[config.mk]
export PLATFORM = sky130hd
export DESIGN_NAME = seg_scan_capture
export DESIGN_NICKNAME = d
export VERILOG_FILES = /design/src/rtl/seg_pkg.sv /design/src/rtl/seg_pattern_dec.sv /design/src/rtl/seg_scan_capture.sv
export SDC_FILE = /design/constraint.sdc
export NUM_CORES = 1
export LEC_CHECK = 0
export BUFFER_PORTS_ARGS = -buffer_cell sky130_fd_sc_hd__clkbuf_2
export CORE_ASPECT_RATIO = 1.2
export CORE_UTILIZATION = 35
export DETAILED_ROUTE_END_ITERATION = 10
export GPL_TIMING_DRIVEN = 0
export MAX_ROUTING_LAYER = met4
export PLACE_DENSITY = 0.61
export SYNTH_ARGS = -nofsm -noshare
export SYNTH_HDL_FRONTEND = slang
export SYNTH_SLANG_ARGS = --single-unit
[constraint.sdc]
create_clock -name CLK -period 5.2 [get_ports CLK]
set_input_delay 0.26 -clock CLK [delete_from_list [all_inputs] [get_ports CLK]]
set_output_delay 0.26 -clock CLK [all_outputs]
set_load 0.01 [all_outputs]
[src/rtl/seg_pkg.sv]
// seg_pkg: segment patterns, select codes and helpers shared by the scan capture block.
package seg_pkg;

   localparam int NUM_DIGITS = 3;

   localparam logic [6:0] SEG_0 = 7'h3f;
   localparam logic [6:0] SEG_1 = 7'h06;
   localparam logic [6:0] SEG_2 = 7'h5b;
   localparam logic [6:0] SEG_3 = 7'h4f;
   localparam logic [6:0] SEG_4 = 7'h66;
   localparam logic [6:0] SEG_5 = 7'h6d;
   localparam logic [6:0] SEG_6 = 7'h7c;
   localparam logic [6:0] SEG_7 = 7'h07;
   localparam logic [6:0] SEG_8 = 7'h7f;
   localparam logic [6:0] SEG_9 = 7'h67;
   localparam logic [6:0] SEG_6_ALT = 7'h7d;
   localparam logic [6:0] SEG_7_ALT = 7'h27;
   localparam logic [6:0] SEG_9_ALT = 7'h6f;

   localparam logic [7:0] SEL_ONES = 8'hfe;
   localparam logic [7:0] SEL_TENS = 8'hfd;
   localparam logic [7:0] SEL_HUND = 8'hfb;

   typedef enum logic [1:0] {IDX_ONES, IDX_TENS, IDX_HUND} dig_idx_t;

   function automatic logic [9:0] bcd3_to_bin(input logic [3:0] h, input logic [3:0] t, input logic [3:0] o);
      return 10'(h) * 10'd100 + 10'(t) * 10'd10 + 10'(o);
   endfunction

endpackage

[src/rtl/seg_pattern_dec.sv]
// seg_pattern_dec: reverse-decodes a gfedcba segment pattern to a BCD digit.
module seg_pattern_dec
   import seg_pkg::*;
(
   input  logic [6:0] pat,
   output logic       valid,
   output logic [3:0] digit
);

   always_comb begin
      valid = 1'b1;
      digit = 4'd0;
      case (pat)
         SEG_0:                digit = 4'd0;
         SEG_1:                digit = 4'd1;
         SEG_2:                digit = 4'd2;
         SEG_3:                digit = 4'd3;
         SEG_4:                digit = 4'd4;
         SEG_5:                digit = 4'd5;
         SEG_6, SEG_6_ALT:     digit = 4'd6;
         SEG_7, SEG_7_ALT:     digit = 4'd7;
         SEG_8:                digit = 4'd8;
         SEG_9, SEG_9_ALT:     digit = 4'd9;
         default:              valid = 1'b0;
      endcase
   end

endmodule

[src/rtl/seg_scan_capture.sv]
// seg_scan_capture: samples a scanned 3-digit 7-segment bus and rebuilds the displayed
// number as BCD digits plus a binary value, flagging bad patterns and a stalled scan.
module seg_scan_capture
   import seg_pkg::*;
#(
   parameter int STABLE_CNT  = 4,
   parameter int TIMEOUT_CNT = 2**20
)(
   input  logic       CLK,
   input  logic       RESET,
   input  logic [6:0] SEG_C,
   input  logic [7:0] SEG_SEL,
   output logic [3:0] DIGIT_1,
   output logic [3:0] DIGIT_10,
   output logic [3:0] DIGIT_100,
   output logic [9:0] VALUE,
   output logic       FRAME_VALID,
   output logic       DIGIT_ERR,
   output logic       STALE
);

   localparam int SW = $clog2(STABLE_CNT + 1);
   localparam int TW = $clog2(TIMEOUT_CNT);

   logic [6:0] seg_s1, seg_s2, seg_p;
   logic [7:0] sel_s1, sel_s2, sel_p;
   logic [SW-1:0] scnt;
   logic [TW-1:0] tcnt;
   logic [NUM_DIGITS-1:0][3:0] shadow;
   logic [NUM_DIGITS-1:0] seen;
   logic same, sel_ok, cap, frame, tmo, dec_valid;
   logic [3:0] dec_digit;
   dig_idx_t idx;

   seg_pattern_dec u_dec (
      .pat   (seg_s2),
      .valid (dec_valid),
      .digit (dec_digit)
   );

   // Capture fires on the sample that brings the run of identical samples to STABLE_CNT;
   // the counter then parks at STABLE_CNT so a held window is captured only once.
   always_comb begin
      same   = {sel_s2, seg_s2} == {sel_p, seg_p};
      sel_ok = sel_s2 == SEL_ONES || sel_s2 == SEL_TENS || sel_s2 == SEL_HUND;
      idx    = sel_s2 == SEL_ONES ? IDX_ONES : sel_s2 == SEL_TENS ? IDX_TENS : IDX_HUND;
      cap    = sel_ok && same && scnt == SW'(STABLE_CNT - 2);
      frame  = &seen;
      tmo    = !cap && tcnt == TW'(TIMEOUT_CNT - 1);
   end

   always_ff @(posedge CLK or posedge RESET) begin
      if (RESET) begin
         seg_s1      <= 7'h7f;
         seg_s2      <= 7'h7f;
         seg_p       <= 7'h7f;
         sel_s1      <= 8'hff;
         sel_s2      <= 8'hff;
         sel_p       <= 8'hff;
         scnt        <= '0;
         tcnt        <= '0;
         shadow      <= '0;
         seen        <= '0;
         DIGIT_1     <= '0;
         DIGIT_10    <= '0;
         DIGIT_100   <= '0;
         VALUE       <= '0;
         FRAME_VALID <= 1'b0;
         DIGIT_ERR   <= 1'b0;
         STALE       <= 1'b0;
      end else begin
         seg_s1      <= SEG_C;
         seg_s2      <= seg_s1;
         seg_p       <= seg_s2;
         sel_s1      <= SEG_SEL;
         sel_s2      <= sel_s1;
         sel_p       <= sel_s2;
         scnt        <= (!sel_ok || !same) ? '0 : scnt == SW'(STABLE_CNT) ? scnt : scnt + 1'b1;
         tcnt        <= cap ? '0 : tmo ? tcnt : tcnt + 1'b1;
         DIGIT_ERR   <= cap && !dec_valid;
         FRAME_VALID <= frame;
         if (frame || tmo)
            seen <= '0;
         if (cap)
            seen[idx] <= dec_valid;
         if (cap && dec_valid)
            shadow[idx] <= dec_digit;
         if (tmo)
            STALE <= 1'b1;
         if (frame) begin
            DIGIT_1   <= shadow[IDX_ONES];
            DIGIT_10  <= shadow[IDX_TENS];
            DIGIT_100 <= shadow[IDX_HUND];
            VALUE     <= bcd3_to_bin(shadow[IDX_HUND], shadow[IDX_TENS], shadow[IDX_ONES]);
            STALE     <= 1'b0;
         end
      end
   end

endmodule

==> metrics.txt, run 1 <==
# TYPE chip_impl_metric gauge
chip_impl_metric{name="crit_cells",unit=""} 10
chip_impl_metric{name="final-hold-violation-count",unit=""} 0
chip_impl_metric{name="io-pin-count",unit=""} 42
chip_impl_metric{name="worstMarginPinSlew",unit="ps"} 657
chip_impl_metric{name="switch_share",unit=""} 0.230
chip_impl_metric{name="floorplan.rows",unit=""} 47
chip_impl_metric{name="globalplace.congestion",unit=""} 0.798
chip_impl_metric{name="yosys.area.top_type_share",unit=""} 0.310
chip_impl_metric{name="clkLatencyLatePin",unit="ps"} 350
chip_impl_metric{name="synthesis.nets",unit=""} 468
chip_impl_metric{name="synth-async-reset-ratio",unit=""} 1.00
chip_impl_metric{name="fin_cells",unit=""} 664
chip_impl_metric{name="vdd_drop_max",unit="mV"} 0.202
chip_impl_metric{name="final_max_slew_viol_count",unit=""} 0
chip_impl_metric{name="detail_route.drc_violations",unit=""} 12
chip_impl_metric{name="worst_ep_required_time",unit="ps"} 5410
chip_impl_metric{name="min_period_over_period",unit=""} 0.586
chip_impl_info{name="critical_path.cell_chain",value="ha_1, ha_1, fa_1, ha_1, ha_1, o21ai_0, nor2_1, o41ai_1, xnor2_1, o21ai_0"} 1
chip_impl_metric{name="clock_tree.htree_level_count",unit=""} 3
chip_impl_metric{name="vias_per_cell",unit=""} 4.95
chip_impl_metric{name="yosys_register_bits",unit=""} 107
chip_impl_metric{name="max-clock-path-buffers",unit=""} 2
chip_impl_metric{name="dp_hpwl",unit="um"} 6470
chip_impl_metric{name="max_cap_viol_count",unit=""} 0
chip_impl_metric{name="final.setup_skew",unit="ps"} 9.93
chip_impl_metric{name="synth_compound_gate_area_share",unit=""} 0.0793
chip_impl_metric{name="firstDrtPassIters",unit=""} 7
chip_impl_metric{name="yosysSeqAreaShare",unit=""} 0.547
chip_impl_info{name="cpMostUsedCell",value="sky130_fd_sc_hd__ha_1"} 1
chip_impl_metric{name="floorplan.initialDensity",unit=""} 0.360
chip_impl_metric{name="seqPwrFrac",unit=""} 0.541
chip_impl_metric{name="fp.dieH",unit="um"} 133
chip_impl_metric{name="clock_network_fraction_of_design_power",unit=""} 0.418
chip_impl_metric{name="register_area",unit="um2"} 2730
chip_impl_metric{name="pwr_density_cell",unit="nW/um2"} 274
chip_impl_metric{name="dr_total_vias",unit=""} 3285
chip_impl_metric{name="arrival_time_of_data_at_the_critical_path_endpoint",unit="ps"} 3260
chip_impl_metric{name="layout-drive-gt1-share",unit=""} 0.292
chip_impl_metric{name="n_fill_cell",unit=""} 1321
chip_impl_metric{name="cts_inserted_buffers",unit=""} 9
chip_impl_metric{name="routed_wl",unit="um"} 8950
chip_impl_metric{name="initial_antenna_violation_count",unit=""} 0
chip_impl_metric{name="synth_cell_types",unit=""} 51
chip_impl_metric{name="crit_buf_inv",unit=""} 0
chip_impl_metric{name="min_period",unit="ps"} 3050
chip_impl_info{name="end_kind",value="flip-flop"} 1
chip_impl_metric{name="globalRouteTotalUtil",unit=""} 0.135
chip_impl_info{name="violations",value="DRC"} 1
chip_impl_metric{name="io_buffer_count",unit=""} 41
chip_impl_info{name="timing.critical_path.slowest_stage_cell",value="sky130_fd_sc_hd__dfrtp_1"} 1
chip_impl_info{name="cts_root_buffer",value="sky130_fd_sc_hd__clkbuf_16"} 1
chip_impl_metric{name="yosys.area_share.simple",unit=""} 0.131
chip_impl_metric{name="antenna_cells_inserted",unit=""} 0
chip_impl_metric{name="synth-edff-count",unit=""} 0
chip_impl_metric{name="grt_pass1_wl",unit="um"} 15400
chip_impl_metric{name="syn_to_final_growth",unit="%"} 18.2
chip_impl_metric{name="switching_power",unit="uW"} 373
chip_impl_metric{name="netlist_area",unit="um2"} 5000
chip_impl_metric{name="crit_path_max_incr_delay",unit="ps"} 430
chip_impl_info{name="rsz0062_at_grt",value="false"} 1
chip_impl_metric{name="synth_fa_ha_area_frac",unit=""} 0.0875
chip_impl_metric{name="clkSlewWorstSetupHoldPaths",unit="ps"} 80
chip_impl_metric{name="yosys_warnings",unit=""} 0
chip_impl_metric{name="slew-limit-headroom",unit=""} 0.558
chip_impl_metric{name="synthXorXnorAreaFrac",unit=""} 0.0700
chip_impl_metric{name="synthMuxAreaShare",unit=""} 0.0575
chip_impl_metric{name="timing.reg2reg.setup_slack",unit="ps"} 2150
chip_impl_metric{name="share_comb_of_total_power",unit=""} 0.041
chip_impl_metric{name="vias_in_the_first_global_route",unit=""} 3349
chip_impl_metric{name="worst-r2r-cell-count",unit=""} 10
chip_impl_metric{name="power.total",unit="mW"} 1.62
chip_impl_info{name="worst_path_dominant_cell_family",value="adder cells"} 1
chip_impl_metric{name="post_synth_inst_count",unit=""} 419
chip_impl_info{name="synthFlopType",value="sky130_fd_sc_hd__dfrtp_1"} 1
chip_impl_metric{name="grt_overflow",unit=""} 0
chip_impl_info{name="hold_path_class",value="flip-flop to flip-flop"} 1
chip_impl_info{name="synth_top_family_by_area",value="simple AND/OR/NAND/NOR gates"} 1
chip_impl_metric{name="intPower",unit="mW"} 1.25
chip_impl_metric{name="finalSetupViolations",unit=""} 0
chip_impl_metric{name="cts_setup_buffers",unit=""} 0
chip_impl_metric{name="multi_input_area",unit="um2"} 2130
chip_impl_metric{name="critical_path.max_fanout",unit=""} 4
chip_impl_info{name="status",value="finished, violations left"} 1
chip_impl_info{name="critPathKind",value="flip-flop to flip-flop"} 1
chip_impl_metric{name="drtIter0Drc",unit=""} 240
chip_impl_metric{name="finish.net_count",unit=""} 537
chip_impl_metric{name="die-area",unit="um2"} 14800
chip_impl_metric{name="p_leak",unit="nW"} 2.73
chip_impl_info{name="setup.worst_path.start_class",value="flip-flop"} 1
chip_impl_info{name="post-synth-top-area-cell",value="sky130_fd_sc_hd__dfrtp_1"} 1
chip_impl_metric{name="hold_depth",unit=""} 0
chip_impl_info{name="tritoncts",value="built"} 1
chip_impl_info{name="synth_area_leaders",value="sky130_fd_sc_hd__dfrtp_1, sky130_fd_sc_hd__dfstp_2, sky130_fd_sc_hd__ha_1"} 1
chip_impl_metric{name="grt_start_max_net_pins",unit=""} 76
chip_impl_metric{name="detail-route-antenna-nets",unit=""} 0
chip_impl_metric{name="syn_avg_cell_area",unit="um2"} 11.9
chip_impl_metric{name="design.core.area",unit="um2"} 13900
chip_impl_metric{name="route.detailed.wl_per_inst",unit="um"} 13.5
chip_impl_metric{name="tns",unit="ps"} 0
chip_impl_metric{name="dp.cells",unit=""} 632
chip_impl_metric{name="clock_sinks",unit=""} 107
chip_impl_metric{name="fmax",unit="GHz"} 0.328
chip_impl_metric{name="die_w",unit="um"} 111
[cell usage in the layout, fill, tap and decap left out, types with 2 or more instances in the layout]
| cell | netlist | routed |
|---|---|---|
| sky130_fd_sc_hd__nor3_1 | 7 | 7 |
| sky130_fd_sc_hd__nor4_1 | 4 | 4 |
| sky130_fd_sc_hd__o21ai_0 | 19 | 19 |
| sky130_fd_sc_hd__inv_8 | 0 | 2 |
| sky130_fd_sc_hd__inv_1 | 19 | 18 |
| sky130_fd_sc_hd__ha_1 | 27 | 27 |
| sky130_fd_sc_hd__inv_6 | 0 | 2 |
| sky130_fd_sc_hd__nand2_1 | 29 | 29 |
| sky130_fd_sc_hd__or4_4 | 2 | 2 |
| sky130_fd_sc_hd__dfrtp_1 | 62 | 62 |
| sky130_fd_sc_hd__nand2b_1 | 3 | 3 |
| sky130_fd_sc_hd__a32o_1 | 2 | 2 |
| sky130_fd_sc_hd__mux2i_1 | 4 | 4 |
| sky130_fd_sc_hd__nor2_1 | 26 | 26 |
| sky130_fd_sc_hd__a31o_2 | 3 | 3 |
| sky130_fd_sc_hd__nand3_1 | 13 | 13 |
| sky130_fd_sc_hd__nor2b_1 | 4 | 4 |
| sky130_fd_sc_hd__o31ai_1 | 2 | 2 |
| sky130_fd_sc_hd__o22ai_1 | 2 | 2 |
| sky130_fd_sc_hd__clkbuf_1 | 12 | 12 |
| sky130_fd_sc_hd__or3_1 | 4 | 4 |
| sky130_fd_sc_hd__nand4_1 | 12 | 12 |
| sky130_fd_sc_hd__mux2_2 | 22 | 22 |
| sky130_fd_sc_hd__xnor2_1 | 14 | 14 |
| sky130_fd_sc_hd__dfstp_2 | 45 | 45 |
| sky130_fd_sc_hd__xor2_1 | 26 | 26 |
| sky130_fd_sc_hd__a211oi_2 | 2 | 2 |
| sky130_fd_sc_hd__and3_1 | 7 | 7 |
| sky130_fd_sc_hd__nor4_2 | 2 | 2 |
| sky130_fd_sc_hd__clkbuf_2 | 0 | 41 |
| sky130_fd_sc_hd__o22ai_2 | 3 | 3 |
| sky130_fd_sc_hd__fa_1 | 5 | 5 |
| sky130_fd_sc_hd__and4_1 | 4 | 4 |
| sky130_fd_sc_hd__clkbuf_16 | 0 | 9 |
| sky130_fd_sc_hd__inv_4 | 0 | 2 |
| sky130_fd_sc_hd__nand4b_1 | 2 | 2 |
| sky130_fd_sc_hd__a21oi_1 | 11 | 11 |
| sky130_fd_sc_hd__nand3b_1 | 2 | 2 |
| sky130_fd_sc_hd__dlygate4sd3_1 | 0 | 16 |
[final timing paths]
kind                       startpoint   endpoint
min in group asynchronous       RESET    tcnt[7]
max in group asynchronous       RESET  seg_s2[6]
min reg2reg                 sel_s1[4]  sel_s2[4]
max                         shadow[5]   VALUE[9]
max reg2reg                 shadow[5]   VALUE[9]
min                         sel_s1[4]  sel_s2[4]
[area by class of cell]
type | count | share of cell area
Inverter | 19 | 0.0125
Sequential cell | 107 | 0.462
Buffer | 15 | 0.0116
Clock inverter | 6 | 0.0106
Tap cell | 171 | 0.0362
Timing Repair Buffer | 58 | 0.0664
Multi-Input combinational cell | 278 | 0.360
Clock buffer | 10 | 0.0404
[synth_stat cells (2+ instances only)]
master                     instances
sky130_fd_sc_hd__dfrtp_1          62
sky130_fd_sc_hd__dfstp_2          45
sky130_fd_sc_hd__nand2_1          29
sky130_fd_sc_hd__ha_1             27
sky130_fd_sc_hd__nor2_1           26
sky130_fd_sc_hd__xor2_1           26
sky130_fd_sc_hd__mux2_2           22
sky130_fd_sc_hd__inv_1            19
sky130_fd_sc_hd__o21ai_0          19
sky130_fd_sc_hd__xnor2_1          14
sky130_fd_sc_hd__nand3_1          13
sky130_fd_sc_hd__clkbuf_1         12
sky130_fd_sc_hd__nand4_1          12
sky130_fd_sc_hd__a21oi_1          11
sky130_fd_sc_hd__and3_1            7
sky130_fd_sc_hd__nor3_1            7
sky130_fd_sc_hd__fa_1              5
sky130_fd_sc_hd__and4_1            4
sky130_fd_sc_hd__mux2i_1           4
sky130_fd_sc_hd__nor2b_1           4
sky130_fd_sc_hd__nor4_1            4
sky130_fd_sc_hd__or3_1             4
sky130_fd_sc_hd__a31o_2            3
sky130_fd_sc_hd__nand2b_1          3
sky130_fd_sc_hd__o22ai_2           3
sky130_fd_sc_hd__a211oi_2          2
sky130_fd_sc_hd__a32o_1            2
sky130_fd_sc_hd__nand3b_1          2
sky130_fd_sc_hd__nand4b_1          2
sky130_fd_sc_hd__nor4_2            2
sky130_fd_sc_hd__o22ai_1           2
sky130_fd_sc_hd__o31ai_1           2
sky130_fd_sc_hd__or4_4             2
[state kept, by name (all words and copies together), names as in the netlist, 7 cells and up]
signal / flops
VALUE: 9
seg_p: 7
seg_s1: 7
seg_s2: 7
sel_p: 8
sel_s1: 8
sel_s2: 8
shadow: 12
tcnt: 20
[routing by layer]
| metal | vias to the layer above | global-route usage | wire length [um] |
|---|---|---|---|
| met5 | - | - | 0 |
| met4 | 0 | 0.0511 | 112 |
| met3 | 10 | 0.0307 | 260 |
| met2 | 56 | 0.233 | 4580 |
| met1 | 1613 | 0.152 | 4010 |
| li1 | 1606 | - | - |
[what timing repair did]
action | in CTS | in global routing
hold buffers | 16 | 0
gates resized for setup | 0 | 0
endpoints found under the hold margin | 47 | 0
[cell families (layout without fill, tap and decap cells)]
| family | count (synthesis) | count (layout) |
|---|---|---|
| compound gates | 56 | 56 |
| xor+xnor | 40 | 40 |
| fa+ha+maj | 32 | 32 |
| buf+inv | 34 | 108 |
| flops | 107 | 107 |
| mux | 26 | 26 |
| simple gates | 124 | 124 |
[per-stage QoR]
stage / hold WS [ps] / instance area, um2 / setup slack, ps / utilization
2_1_floorplan: 264 / 5000 / 2200 / -
3_3_place_gp: 345 / 5420 / 1110 / 0.391
3_5_place_dp: 298 / 5450 / 2130 / 0.393
4_1_cts: 354 / 5910 / 2110 / 0.426
5_1_grt: 360 / 5910 / 1940 / 0.426
6_report: 353 / 5910 / 2150 / 0.426
[power by group through the flow]
| stage | combinational [mW] | sequential, mW | clock (mW) |
|---|---|---|---|
| final | 0.0664 | 0.875 | 0.677 |
| after floorplan | 0.0394 | 0.887 | 0 |
| after global placement | 0.0538 | 0.889 | 0 |
| after CTS | 0.0678 | 0.875 | 0.702 |
| after global routing | 0.0753 | 0.877 | 0.736 |
| after detailed placement | 0.0585 | 0.890 | 0 |
Note: power is estimated with default switching activity, not from simulation.
==> inputs of run 2 (changes only) <==
- PLACE_DENSITY: 0.61 -> 0.63
- clock period: 5.2 -> 2.5 ns (I/O delays scaled with it)
==> metrics.txt, run 2 (synthesis gave the netlist of run 1 again) <==
# TYPE chip_impl_metric gauge
chip_impl_metric{name="finalSetupViolations",unit=""} 5
chip_impl_metric{name="final-hold-violation-count",unit=""} 0
chip_impl_info{name="status",value="finished, violations left"} 1
chip_impl_metric{name="pwr_density_cell",unit="nW/um2"} 523
chip_impl_metric{name="globalplace.congestion",unit=""} 0.793
chip_impl_metric{name="clock_sinks",unit=""} 107
chip_impl_metric{name="drtIter0Drc",unit=""} 171
chip_impl_metric{name="syn_to_final_growth",unit="%"} 29.5
chip_impl_metric{name="antenna_cells_inserted",unit=""} 0
chip_impl_metric{name="final_max_slew_viol_count",unit=""} 0
chip_impl_metric{name="largest_register_ffs",unit=""} 20
chip_impl_info{name="rsz0062_at_grt",value="true"} 1
chip_impl_metric{name="grt_start_max_net_pins",unit=""} 44
chip_impl_metric{name="cts_inserted_buffers",unit=""} 9
chip_impl_metric{name="initial_antenna_violation_count",unit=""} 0
chip_impl_metric{name="final.setup_skew",unit="ps"} 7.10
chip_impl_metric{name="firstDrtPassIters",unit=""} 7
chip_impl_info{name="max_flop_register",value="tcnt"} 1
chip_impl_metric{name="route.detailed.wl_per_inst",unit="um"} 14.3
chip_impl_metric{name="die_w",unit="um"} 111
chip_impl_metric{name="fmax",unit="GHz"} 0.377
chip_impl_metric{name="dp.cells",unit=""} 633
chip_impl_metric{name="p_leak",unit="nW"} 2.95
chip_impl_metric{name="io-pin-count",unit=""} 42
chip_impl_info{name="layout.cells.most_common_list",value="sky130_fd_sc_hd__dfrtp_1, sky130_fd_sc_hd__dfstp_2, sky130_fd_sc_hd__clkbuf_2"} 1
chip_impl_info{name="end_kind",value="flip-flop"} 1
chip_impl_metric{name="die-area",unit="um2"} 14800
chip_impl_metric{name="post_dp_cell_area",unit="um2"} 5520
chip_impl_metric{name="arrival_time_of_data_at_the_critical_path_endpoint",unit="ps"} 2880
chip_impl_metric{name="clkLatencyLatePin",unit="ps"} 350
chip_impl_metric{name="detail-route-antenna-nets",unit=""} 0
chip_impl_metric{name="design.core.area",unit="um2"} 13900
chip_impl_metric{name="layout-drive-gt1-share",unit=""} 0.403
chip_impl_metric{name="clkSlewWorstSetupHoldPaths",unit="ps"} 70
chip_impl_metric{name="tns",unit="ps"} -342
chip_impl_metric{name="detail_route.drc_violations",unit=""} 9
chip_impl_metric{name="max-clock-path-buffers",unit=""} 2
chip_impl_metric{name="finish.instance_area",unit="um2"} 6480
chip_impl_metric{name="vias_per_cell",unit=""} 4.94
chip_impl_info{name="tritoncts",value="built"} 1
chip_impl_info{name="final_common_cell",value="sky130_fd_sc_hd__dfrtp_1"} 1
chip_impl_metric{name="min_period",unit="ps"} 2660
chip_impl_metric{name="globalRouteTotalUtil",unit=""} 0.147
chip_impl_info{name="violations",value="DRC, setup timing"} 1
chip_impl_metric{name="floorplan.rows",unit=""} 47
chip_impl_metric{name="vias_in_the_first_global_route",unit=""} 3572
chip_impl_metric{name="finish.net_count",unit=""} 573
chip_impl_metric{name="io_buffer_count",unit=""} 41
chip_impl_info{name="hold_path_class",value="flip-flop to flip-flop"} 1
chip_impl_metric{name="routed_wl",unit="um"} 10000
chip_impl_info{name="critPathKind",value="flip-flop to flip-flop"} 1
chip_impl_info{name="setup.worst_path.start_class",value="flip-flop"} 1
chip_impl_metric{name="max_cap_viol_count",unit=""} 0
chip_impl_metric{name="dpl_worst_slack",unit="ps"} -385
chip_impl_metric{name="fin_cells",unit=""} 700
chip_impl_metric{name="dp_hpwl",unit="um"} 6690
chip_impl_metric{name="fp.dieH",unit="um"} 133
chip_impl_metric{name="clock_tree.htree_level_count",unit=""} 3
chip_impl_metric{name="critical_path.max_fanout",unit=""} 3
chip_impl_metric{name="floorplan.initialDensity",unit=""} 0.360
chip_impl_metric{name="grt_overflow",unit=""} 0
chip_impl_metric{name="slew-limit-headroom",unit=""} 0.522
chip_impl_metric{name="grt_pass1_wl",unit="um"} 16700
chip_impl_metric{name="worst_slack",unit="ps"} -155
chip_impl_info{name="reg_top3",value="tcnt: 20 flops, shadow: 12 flops, VALUE: 9 flops"} 1
chip_impl_metric{name="power.total",unit="mW"} 3.39
chip_impl_metric{name="worstMarginPinSlew",unit="ps"} 716
chip_impl_metric{name="worst_ep_required_time",unit="ps"} 2720
chip_impl_metric{name="dr_total_vias",unit=""} 3455
chip_impl_info{name="cts_root_buffer",value="sky130_fd_sc_hd__clkbuf_16"} 1
chip_impl_metric{name="min_period_over_period",unit=""} 1.06
chip_impl_metric{name="vdd_drop_max",unit="mV"} 0.340
run 2: cell count changes in the layout (fill, tap and decap cells not counted), moves of 3 or more:
| cell | change |
|---|---|
| sky130_fd_sc_hd__ha_1 | -8 |
| sky130_fd_sc_hd__o21ai_2 | +3 |
| sky130_fd_sc_hd__mux2_2 | -9 |
| sky130_fd_sc_hd__dfrtp_1 | -3 |
| sky130_fd_sc_hd__o21ai_0 | -4 |
| sky130_fd_sc_hd__buf_4 | +36 |
| sky130_fd_sc_hd__ha_4 | +7 |
| sky130_fd_sc_hd__dfrtp_2 | +3 |
| sky130_fd_sc_hd__clkbuf_1 | -5 |
| sky130_fd_sc_hd__mux2_4 | +9 |
run 2: final timing paths:
path | from | to | slack (ps) | depth (start not counted)
worst max-delay path | shadow[7] | VALUE[9] | -160 | 11
worst min-delay path | sel_s1[1] | sel_s2[1] | 360 | 0
worst max register to register | shadow[7] | VALUE[9] | -160 | 11
worst min register to register | sel_s1[1] | sel_s2[1] | 360 | 0
max in group asynchronous | RESET | seg_s2[2] | 1380 | 4
min in group asynchronous | RESET | DIGIT_10[3] | 430 | 3
run 2: routing by layer:
metal / up-vias / wire, um / track usage
li1: 1673 / - / -
met2: 58 / 5440 / 0.263
met1: 1711 / 4120 / 0.159
met4: 0 / 187 / 0.0533
met5: - / 0 / -
met3: 13 / 252 / 0.0334
run 2: power by group:
group | internal, mW | switching [mW] | total, mW
Clock | 0.724 | 0.669 | 1.39
Combinational | 0.0828 | 0.0857 | 0.169
Sequential | 1.80 | 0.0300 | 1.83
run 2: final cells by class:
cell class,count,area (um2)
buffer,12,72.6
clock buffer,10,239
clock inverter,6,57.6
fill,1257,7400
inverter,19,75.1
multi-input combinational,278,2380
sequential,107,2740
tap,171,214
timing repair buffer,97,698
run 2: what timing repair did:
action,in CTS,in global routing
resized for setup,24,27
pin swaps,16,17
hold buffers,16,0
setup endpoints to repair,38,40
cloned,0,0
setup buffers,28,12
hold endpoints to repair,33,0
run 2: worst max-delay path, stage by stage, from the launching register on:
cell and delay [ps]:
sky130_fd_sc_hd__dfrtp_1 450, sky130_fd_sc_hd__ha_4 250, sky130_fd_sc_hd__ha_4 160, sky130_fd_sc_hd__fa_2 360, sky130_fd_sc_hd__xor2_1 150, sky130_fd_sc_hd__ha_1 310, sky130_fd_sc_hd__ha_4 230, sky130_fd_sc_hd__o21ai_2 60
sky130_fd_sc_hd__nor2_2 60, sky130_fd_sc_hd__o41ai_4 260, sky130_fd_sc_hd__xnor2_1 160, sky130_fd_sc_hd__o21ai_1 70
run 2: per-stage QoR:
step	hold slack, ps	utilization
final	357	0.467
after detailed placement	214	0.398
after CTS	358	0.453
after global placement	212	0.395
after global routing	359	0.467
after floorplan	129	-
==> inputs of run 3 (changes only) <==
- CELL_PAD_IN_SITES_DETAIL_PLACEMENT: unset -> 1
- CELL_PAD_IN_SITES_GLOBAL_PLACEMENT: unset -> 2
- PLACE_DENSITY: 0.63 -> 0.83
==> metrics.txt, run 3 (synthesis gave the netlist of run 1 again) <==
# TYPE chip_impl_metric gauge
chip_impl_info{name="status",value="finished, violations left"} 1
chip_impl_info{name="violations",value="DRC, setup timing"} 1
chip_impl_info{name="end_kind",value="flip-flop"} 1
chip_impl_metric{name="worst_slack",unit="ps"} -248
chip_impl_metric{name="max_cap_viol_count",unit=""} 0
chip_impl_metric{name="p_leak",unit="nW"} 2.92
chip_impl_metric{name="io-pin-count",unit=""} 42
chip_impl_metric{name="dr_total_vias",unit=""} 3450
chip_impl_metric{name="final.setup_skew",unit="ps"} 9.92
chip_impl_metric{name="min_period",unit="ps"} 2750
chip_impl_metric{name="detail-route-antenna-nets",unit=""} 0
chip_impl_metric{name="globalplace.congestion",unit=""} 0.770
chip_impl_metric{name="multi_input_area",unit="um2"} 2340
chip_impl_metric{name="die-area",unit="um2"} 14800
chip_impl_metric{name="io_buffer_count",unit=""} 41
chip_impl_metric{name="power.total",unit="mW"} 3.45
chip_impl_metric{name="detail_route.drc_violations",unit=""} 4
chip_impl_metric{name="register_area",unit="um2"} 2740
chip_impl_info{name="reg_top3",value="tcnt: 20 flops, shadow: 12 flops, VALUE: 9 flops"} 1
chip_impl_metric{name="n_fill_cell",unit=""} 1472
chip_impl_metric{name="dp_hpwl",unit="um"} 7580
chip_impl_metric{name="drtIter0Drc",unit=""} 124
chip_impl_metric{name="vias_in_the_first_global_route",unit=""} 3775
chip_impl_metric{name="worstMarginPinSlew",unit="ps"} 618
chip_impl_metric{name="largest_register_ffs",unit=""} 20
chip_impl_metric{name="layout-drive-gt1-share",unit=""} 0.393
chip_impl_metric{name="final_max_slew_viol_count",unit=""} 0
chip_impl_metric{name="globalRouteTotalUtil",unit=""} 0.167
chip_impl_metric{name="clock_sinks",unit=""} 107
chip_impl_metric{name="pwr_density_cell",unit="nW/um2"} 540
chip_impl_metric{name="floorplan.rows",unit=""} 47
chip_impl_info{name="critPathKind",value="flip-flop to flip-flop"} 1
chip_impl_info{name="final_common_cell",value="sky130_fd_sc_hd__dfrtp_1"} 1
chip_impl_info{name="worst_r2r_endpoint",value="VALUE[9]"} 1
chip_impl_metric{name="fp.dieH",unit="um"} 133
chip_impl_metric{name="worst_ep_required_time",unit="ps"} 2730
chip_impl_metric{name="dpl_worst_slack",unit="ps"} -432
chip_impl_metric{name="syn_to_final_growth",unit="%"} 27.8
chip_impl_info{name="max_flop_register",value="tcnt"} 1
chip_impl_metric{name="timing.reg2reg.setup_slack",unit="ps"} -250
chip_impl_info{name="layout.cells.most_common_list",value="sky130_fd_sc_hd__dfrtp_1, sky130_fd_sc_hd__clkbuf_2, sky130_fd_sc_hd__dfstp_2"} 1
chip_impl_metric{name="firstDrtPassIters",unit=""} 7
chip_impl_info{name="crit_start",value="shadow[5]"} 1
chip_impl_metric{name="initial_antenna_violation_count",unit=""} 0
chip_impl_metric{name="finish.net_count",unit=""} 565
chip_impl_info{name="tritoncts",value="built"} 1
chip_impl_metric{name="design.core.area",unit="um2"} 13900
chip_impl_metric{name="vias_per_cell",unit=""} 4.99
chip_impl_metric{name="grt_start_max_net_pins",unit=""} 45
chip_impl_metric{name="max-clock-path-buffers",unit=""} 2
chip_impl_metric{name="cts_inserted_buffers",unit=""} 9
chip_impl_metric{name="tns",unit="ps"} -542
chip_impl_metric{name="die_w",unit="um"} 111
chip_impl_metric{name="antenna_cells_inserted",unit=""} 0
chip_impl_metric{name="arrival_time_of_data_at_the_critical_path_endpoint",unit="ps"} 2980
chip_impl_info{name="critical_path.endpoint",value="VALUE[9]"} 1
chip_impl_metric{name="critical_path.max_fanout",unit=""} 3
chip_impl_info{name="worstReg2RegStart",value="shadow[5]"} 1
chip_impl_info{name="hold_path_class",value="primary input to async pin"} 1
chip_impl_metric{name="grt_overflow",unit=""} 0
chip_impl_info{name="setup.worst_path.start_class",value="flip-flop"} 1
chip_impl_metric{name="clock_tree.htree_level_count",unit=""} 3
chip_impl_metric{name="grt_pass1_wl",unit="um"} 18700
chip_impl_metric{name="finalSetupViolations",unit=""} 3
chip_impl_metric{name="fmax",unit="GHz"} 0.364
chip_impl_info{name="cts_root_buffer",value="sky130_fd_sc_hd__clkbuf_16"} 1
chip_impl_metric{name="final-hold-violation-count",unit=""} 0
chip_impl_metric{name="clkLatencyLatePin",unit="ps"} 360
chip_impl_info{name="rsz0062_at_grt",value="true"} 1
chip_impl_metric{name="vdd_drop_max",unit="mV"} 0.327
chip_impl_metric{name="slew-limit-headroom",unit=""} 0.588
chip_impl_metric{name="clkSlewWorstSetupHoldPaths",unit="ps"} 80
chip_impl_metric{name="route.detailed.wl_per_inst",unit="um"} 15.5
chip_impl_metric{name="floorplan.initialDensity",unit=""} 0.360
chip_impl_metric{name="routed_wl",unit="um"} 10700
chip_impl_metric{name="min_period_over_period",unit=""} 1.10
chip_impl_metric{name="worst-r2r-cell-count",unit=""} 10
[run 3: worst min-delay path by stage]
stage	slack [ps]	cells past startpoint	startpoint	to
CTS	340	3	RESET	tcnt[7]
floorplan	130	0	SEG_C[0]	seg_s1[0]
detailed placement	180	2	RESET	tcnt[8]
global placement	210	1	SEG_SEL[0]	sel_s1[0]
global route	360	0	seg_s1[0]	seg_s2[0]
finish	340	3	RESET	tcnt[8]
[run 3: layout make-up]
cell class	count	share of cell area
tap	171	0.0335
buffer	15	0.0141
clock inverter	6	0.0125
timing repair buffer	86	0.0963
clock buffer	10	0.0374
multi-input combinational	278	0.366
sequential	107	0.428
inverter	19	0.0117
[run 3: report_power, final]
group	leakage, nW	total, mW	internal (mW)	switching [mW]
sequential	1.32	1.82	1.80	0.0230
clock	0.155	1.47	0.745	0.724
combinational	1.44	0.163	0.0741	0.0893
total	2.92	3.45	2.62	0.836
[run 3: metrics by stage]
stage          hold slack [ps]  instance area, um2  cells  utilization
6_report                   335                6390    692        0.461
3_3_place_gp               212                5480    631        0.395
5_1_grt                    362                6390    692        0.461
2_1_floorplan              129                5060    419            -
4_1_cts                    338                6250    683        0.450
3_5_place_dp               180                5520    633        0.398
[run 3: critical path: stages, from the launching register on]
cell                       delay (ps)
sky130_fd_sc_hd__dfrtp_1          430
sky130_fd_sc_hd__ha_4             250
sky130_fd_sc_hd__ha_4             170
sky130_fd_sc_hd__fa_2             580
sky130_fd_sc_hd__ha_4             200
sky130_fd_sc_hd__ha_4             160
sky130_fd_sc_hd__a211oi_2         170
sky130_fd_sc_hd__nor2_2            80
sky130_fd_sc_hd__o41ai_2          330
sky130_fd_sc_hd__xnor2_1          170
sky130_fd_sc_hd__o21ai_1           70
[run 3: repair_timing]
item	4_1_cts	5_1_grt
resized for setup	31	16
setup endpoints to repair	40	30
buffers inserted	18	9
pin swaps	18	15
endpoints found under the hold margin	22	0
hold buffers	16	0
[run 3: routing by layer]
| metal | GRT usage | wire length, um | up-vias |
|---|---|---|---|
| met4 | 0.0563 | 145 | 0 |
| li1 | - | - | 1660 |
| met2 | 0.291 | 5740 | 35 |
| met5 | - | 0 | - |
| met3 | 0.0371 | 250 | 10 |
| met1 | 0.189 | 4610 | 1745 |
